## config.mk

```make
export PLATFORM = sky130hd
export DESIGN_NAME = soi_capture
export DESIGN_NICKNAME = d
export VERILOG_FILES = /design/src/rtl/soi_obs_pkg.sv /design/src/rtl/soi_fifo.sv /design/src/rtl/soi_capture.sv
export SDC_FILE = /design/constraint.sdc
export NUM_CORES = 1
export LEC_CHECK = 0
export CAP_MARGIN = 20
export CORE_MARGIN = 3
export CORE_UTILIZATION = 56
export CTS_BUF_LIST = sky130_fd_sc_hd__clkbuf_4 sky130_fd_sc_hd__clkbuf_8
export DETAILED_ROUTE_END_ITERATION = 16
export MAX_ROUTING_LAYER = met4
export PLACE_DENSITY = 0.83
export SYNTH_ARGS = -nofsm -noshare
export SYNTH_HDL_FRONTEND = slang
export SYNTH_SLANG_ARGS = --single-unit
```

## constraint.sdc

```tcl
create_clock -name clk -period 4.4 [get_ports clk]
set_input_delay 1.32 -clock clk [delete_from_list [all_inputs] [get_ports clk]]
set_output_delay 1.32 -clock clk [all_outputs]
set_load 0.02 [all_outputs]
```

## src/rtl/soi_obs_pkg.sv

```systemverilog
// soi_obs_pkg: shared record type and default sizing for the signal-of-interest capture block.
package soi_obs_pkg;

    localparam int SOI_W_DEF = 1;
    localparam int DEPTH_DEF = 8;
    localparam int TS_W_DEF  = 16;

    typedef struct packed {
        logic [SOI_W_DEF-1:0] data;
        logic [TS_W_DEF-1:0]  ts;
    } soi_rec_t;

endpackage

```

## src/rtl/soi_fifo.sv

```systemverilog
// soi_fifo: synchronous power-of-two FIFO with occupancy; a push into a full FIFO is accepted only alongside a pop.
module soi_fifo #(
    parameter int W     = 8,
    parameter int DEPTH = 8,
    parameter int LW    = $clog2(DEPTH) + 1
) (
    input  logic          clk,
    input  logic          rst_n,
    input  logic          push_i,
    input  logic [W-1:0]  data_i,
    input  logic          pop_i,
    output logic [W-1:0]  data_o,
    output logic          full_o,
    output logic          empty_o,
    output logic [LW-1:0] level_o
);

    localparam int AW = $clog2(DEPTH);

    logic [W-1:0]  mem_q [DEPTH];
    logic [AW-1:0] wr_q, wr_d, rd_q, rd_d;
    logic [LW-1:0] level_q, level_d;
    logic          do_push, do_pop;

    always_comb begin
        full_o  = level_q == LW'(DEPTH);
        empty_o = level_q == '0;
        do_pop  = pop_i && !empty_o;
        do_push = push_i && (!full_o || do_pop);
        wr_d    = wr_q + AW'(do_push);
        rd_d    = rd_q + AW'(do_pop);
        level_d = level_q + LW'(do_push) - LW'(do_pop);
        data_o  = empty_o ? '0 : mem_q[rd_q];
        level_o = level_q;
    end

    always_ff @(posedge clk) begin
        if (!rst_n) begin
            wr_q    <= '0;
            rd_q    <= '0;
            level_q <= '0;
        end else begin
            wr_q    <= wr_d;
            rd_q    <= rd_d;
            level_q <= level_d;
        end
    end

    // Storage needs no reset: the read side is masked while empty.
    always_ff @(posedge clk) begin
        if (do_push) mem_q[wr_q] <= data_i;
    end

endmodule

```

## src/rtl/soi_capture.sv

```systemverilog
// soi_capture: timestamps changes of an observed signal into a record FIFO with sticky overflow.
// Optional SOI_CAPTURE_DROP_CNT_EN adds a saturating dropped-record counter on drop_cnt_o.
module soi_capture
    import soi_obs_pkg::*;
#(
    parameter int SOI_W = SOI_W_DEF,
    parameter int DEPTH = DEPTH_DEF,
    parameter int TS_W  = TS_W_DEF
) (
    input  logic                     clk,
    input  logic                     rst_n,
    input  logic [SOI_W-1:0]         soi_i,
    input  logic                     arm_i,
    output logic                     rec_valid_o,
    input  logic                     rec_ready_i,
    output logic [SOI_W-1:0]         rec_data_o,
    output logic [TS_W-1:0]          rec_ts_o,
    output logic [$clog2(DEPTH):0]   level_o,
    output logic                     ovf_o,
    input  logic                     clr_ovf_i
`ifdef SOI_CAPTURE_DROP_CNT_EN
    ,
    output logic [15:0]              drop_cnt_o
`endif
);

    logic [TS_W-1:0]  ts_q, ts_d;
    logic [SOI_W-1:0] prev_q, prev_d;
    logic             first_q, first_d;
    logic             ovf_q, ovf_d;
    logic             evt, pop, drop, full, empty;

    always_comb begin
        ts_d    = ts_q + TS_W'(1);
        prev_d  = soi_i;
        first_d = !arm_i;
        evt     = arm_i && (soi_i != prev_q || first_q);
        pop     = rec_valid_o && rec_ready_i;
        drop    = evt && full && !pop;
        ovf_d   = drop ? 1'b1 : clr_ovf_i ? 1'b0 : ovf_q;
        rec_valid_o = !empty;
        ovf_o   = ovf_q;
    end

    always_ff @(posedge clk) begin
        if (!rst_n) begin
            ts_q    <= '0;
            prev_q  <= '0;
            first_q <= 1'b1;
            ovf_q   <= 1'b0;
        end else begin
            ts_q    <= ts_d;
            prev_q  <= prev_d;
            first_q <= first_d;
            ovf_q   <= ovf_d;
        end
    end

    soi_fifo #(
        .W     (SOI_W + TS_W),
        .DEPTH (DEPTH)
    ) u_fifo (
        .clk     (clk),
        .rst_n   (rst_n),
        .push_i  (evt),
        .data_i  ({soi_i, ts_q}),
        .pop_i   (rec_ready_i),
        .data_o  ({rec_data_o, rec_ts_o}),
        .full_o  (full),
        .empty_o (empty),
        .level_o (level_o)
    );

`ifdef SOI_CAPTURE_DROP_CNT_EN
    logic [15:0] drop_cnt_q, drop_cnt_d;

    // Clear and increment together restart the count at one.
    always_comb begin
        drop_cnt_d = clr_ovf_i ? 16'(drop)
                   : (drop && drop_cnt_q != 16'hFFFF) ? drop_cnt_q + 16'd1 : drop_cnt_q;
        drop_cnt_o = drop_cnt_q;
    end

    always_ff @(posedge clk) begin
        if (!rst_n) drop_cnt_q <= '0;
        else        drop_cnt_q <= drop_cnt_d;
    end
`endif

endmodule

```

==> results_tabular.tex <==
\begin{tabular}{lr}
\hline
Metric & Value \\
\hline
\multicolumn{2}{l}{\textbf{Layout}} \\
\quad Final antenna diode count & 0 \\
\quad Share of final-layout standard cells stronger than drive strength 1 & 0.192 \\
\quad Relative area change from synthesis to final layout & 13.4\% \\
\quad Final standard cell area without fillers & 7450 um2 \\
\quad Nets@finish & 420 \\
\multicolumn{2}{l}{\textbf{Power}} \\
\quad Power density of the placed cells & 507 nW/um2 \\
\quad Leakage component of the power & 2.51 nW \\
\quad Worst-case vdd ir drop & 350 uV \\
\multicolumn{2}{l}{\textbf{Critical path}} \\
\quad CP top delay family & flip-flops \\
\quad Req. time, crit path & 3.08 ns \\
\quad Worst r2r path cells & 9 \\
\quad Critical path data arrival time & 2.90 ns \\
\quad R2R setup slack & 1.67 ns \\
\quad Logic depth of the worst setup path including buffers & 4 \\
\quad Buffering stage count on the worst path with inverters included & 2 \\
\quad Sort of element at the end of the critical path & output port \\
\quad Max stage delay cell, worst path & sky130\_fd\_sc\_hd\_\_dfxtp\_2 \\
\quad Delay of the slowest cell on the worst path & 0.82 ns \\
\quad Classification of the worst setup path & reg2out \\
\quad Ordered list of cells on the worst path & buf\_4, mux4\_1, a22o\_1, clkdlybuf4s50\_1 \\
\quad Maximum fanout along the worst path & 24 \\
\quad Critical path startpoint category & register \\
\multicolumn{2}{l}{\textbf{Detailed routing}} \\
\quad Number of vias in the routed layout & 3373 \\
\quad DRC violation count after routing & 0 \\
\quad Final wirelength & 11800 um \\
\quad Per-cell routed wire length & 21.1 um \\
\quad Vias per cell & 6.06 \\
\quad Detailed-routing iteration count for the pre-antenna-repair pass & 5 \\
\quad Number of nets still failing antenna checks after routing & 0 \\
\quad Initial drt markers & 271 \\
\multicolumn{2}{l}{\textbf{Synth}} \\
\quad Yosys top cell area share & 0.622 \\
\quad Synthesized instance count & 355 \\
\quad Syn avg cell area & 18.5 um2 \\
\quad Count of unique library cells instantiated by Yosys & 41 \\
\quad Area of the mapped netlist & 6570 um2 \\
\quad Flip-flop cell with the highest count after synthesis & sky130\_fd\_sc\_hd\_\_edfxtp\_1 \\
\quad EDFF count, synth & 136 \\
\quad Cell with the most instances after synthesis & sky130\_fd\_sc\_hd\_\_edfxtp\_1 \\
\quad Ys async rst share & 0 \\
\quad Post-synth top area cell & sky130\_fd\_sc\_hd\_\_edfxtp\_1 \\
\quad Sequential area share after synthesis & 0.710 \\
\quad Flop and latch count out of synthesis & 165 \\
\quad Dominant cells by area after synthesis & sky130\_fd\_sc\_hd\_\_edfxtp\_1 62\%, sky130\_fd\_sc\_hd\_\_dfxtp\_1 8.8\%, sky130\_fd\_sc\_hd\_\_mux4\_2 7.2\% \\
\quad Count of yosys warnings during synthesis & 0 \\
\quad Most numerous cell types in the synthesized netlist & 136 x sky130\_fd\_sc\_hd\_\_edfxtp\_1, 29 x sky130\_fd\_sc\_hd\_\_dfxtp\_1, 21 x sky130\_fd\_sc\_hd\_\_mux4\_2, 17 x sky130\_fd\_sc\_hd\_\_a22o\_1, 13 x sky130\_fd\_sc\_hd\_\_mux4\_1 \\
\quad Syn Nets & 371 \\
\multicolumn{2}{l}{\textbf{Clock network}} \\
\quad Total setup buffers inserted after CTS & 0 \\
\quad H-tree levels & 4 \\
\quad CTS tree & done \\
\quad Latest clock arrival within the worst-skew pair & 0.44 ns \\
\quad \# clock sinks & 165 \\
\quad Clock-pin slew on the worst setup and hold paths & 0.08 ns \\
\quad CTS Buf Count & 17 \\
\quad CTS root buffer & sky130\_fd\_sc\_hd\_\_clkbuf\_8 \\
\quad Maximum buffer depth of the clock tree & 2 \\
\quad Post-CTS sizing & 0 \\
\quad Hold buffers post-CTS & 0 \\
\multicolumn{2}{l}{\textbf{Placed design}} \\
\quad Final weighted congestion of routability-driven global placement & 0.755 \\
\quad Buffers on Ports & 28 \\
\quad HPWL after detailed placement & 7330 um \\
\quad Area after detailed placement & 7100 um2 \\
\multicolumn{2}{l}{\textbf{Worst hold path}} \\
\quad Path class of the lowest-slack min-delay path & reg2reg \\
\quad Worst hold path depth & 2 \\
\multicolumn{2}{l}{\textbf{STA}} \\
\quad Unrepaired setup endpoints after global routing & false \\
\quad Setup Skew & 0.0130 ns \\
\quad Slew @ Worst Pin & 0.743 ns \\
\quad Final min period & 4.22 ns \\
\quad Max Slew Vio Count & 0 \\
\quad Setup-violating endpoint count in the final report & 0 \\
\quad Count of final hold-check violations & 0 \\
\quad Peak Freq & 0.237 GHz \\
\quad Total Neg Setup Slack & 0 ns \\
\quad Slew HR & 0.504 \\
\quad Final period utilization & 0.960 \\
\multicolumn{2}{l}{\textbf{Floorplanning}} \\
\quad Floorplan die height & 114 um \\
\quad IO Pins & 29 \\
\quad Width of the chip & 114 um \\
\quad Core outline area & 11100 um2 \\
\quad Standard-cell rows & 38 \\
\quad Starting density of the core & 0.590 \\
\quad Die ar. & 13100 um2 \\
\multicolumn{2}{l}{\textbf{Global route}} \\
\quad Number of antenna violations at the first check in global routing & 0 \\
\quad Maximum number of pins on one net before global-route repair & 29 \\
\quad Overall global routing resource usage & 0.206 \\
\quad Global-route wire length before repair & 19200 um \\
\quad Leftover overflow at the end of global routing & 0 \\
\quad Via count of the first global-routing pass & 3549 \\
\multicolumn{2}{l}{\textbf{Run}} \\
\quad Maxcap violations & 0 \\
\multicolumn{2}{l}{\textbf{Outcome}} \\
\quad Run status & finished, final reports clean \\
\hline
\end{tabular}
-- cell families after synthesis --
family                   share of synthesized area
adder cells (fa/ha/maj)                     0.0202
AND/OR/NAND/NOR                             0.0612
AO/OA/AOI/OAI                               0.0431
XOR/XNOR                                   0.00934
multiplexers                                 0.132
flip-flops                                   0.710
buffers and inverters                       0.0244
-- worst min-delay path: stages, from the launching register on --
cell	delay, ns
sky130_fd_sc_hd__dfxtp_1	0.32
sky130_fd_sc_hd__nand3b_1	0.08
sky130_fd_sc_hd__o41ai_1	0.05
-- path summary, 6_finish.rpt --
| path | startpoint | endpoint |
|---|---|---|
| min | ovf_o$_SDFFE_PN0P_ | ovf_o$_SDFFE_PN0P_ |
| max reg2reg | u_fifo.level_o[2]$_SDFF_PN0_ | u_fifo.level_o[2]$_SDFF_PN0_ |
| max | u_fifo.rd_q[0]$_SDFF_PN0_ | rec_ts_o[4] |
| min reg2reg | ovf_o$_SDFFE_PN0P_ | ovf_o$_SDFFE_PN0P_ |
-- stage by stage --
stage	utilization	std cells	total power, mW	hold slack [ns]	setup WS [ns]
3_3_place_gp	0.638	525	2.83	0.476	0.637
6_report	0.669	557	3.78	0.493	0.175
4_1_cts	0.669	557	3.82	0.494	0.129
5_1_grt	0.669	557	3.96	0.522	0.0347
2_1_floorplan	-	355	2.50	0.488	0.329
3_5_place_dp	0.638	525	2.86	0.478	0.568
-- sequential cells by signal (all words and copies together), names as in the netlist --
name and cells:
u_fifo.rd_q 3, u_fifo.level_o 4, u_fifo.mem_q 136, u_fifo.wr_q 3
ovf_o 1, first_q 1, ts_q 16, prev_q 1
-- power by group --
part | switching (mW) | leakage, nW | internal (mW)
logic | 0.469 | 0.810 | 0.498
clock network | 0.496 | 0.175 | 0.463
registers | 0.0840 | 1.52 | 1.77
-- layer usage --
metal	global-route usage	wire [um]
met2	0.320	6050
met5	-	0
met4	0.0744	121
met1	0.275	4810
met3	0.0423	791
-- cells in the final DEF, fill, tap and decap left out, types with 10 or more instances in the layout --
cell type and n:
sky130_fd_sc_hd__dfxtp_1 28, sky130_fd_sc_hd__nor2_1 10, sky130_fd_sc_hd__nand2_1 12, sky130_fd_sc_hd__clkbuf_8 17, sky130_fd_sc_hd__edfxtp_1 136, sky130_fd_sc_hd__a22o_1 17
sky130_fd_sc_hd__mux4_2 21, sky130_fd_sc_hd__mux4_1 13, sky130_fd_sc_hd__clkdlybuf4s50_1 28, sky130_fd_sc_hd__buf_4 18
-- final cells by class --
cell class,count,area (um2)
fillers,726,3680
inverters,9,33.8
well taps,140,175
clock inverters,11,86.3
flip-flops and latches,165,4670
multi-input cells,164,1790
clock buffers,21,264
repair buffers,47,435
Power figures use the tool's default switching activity.
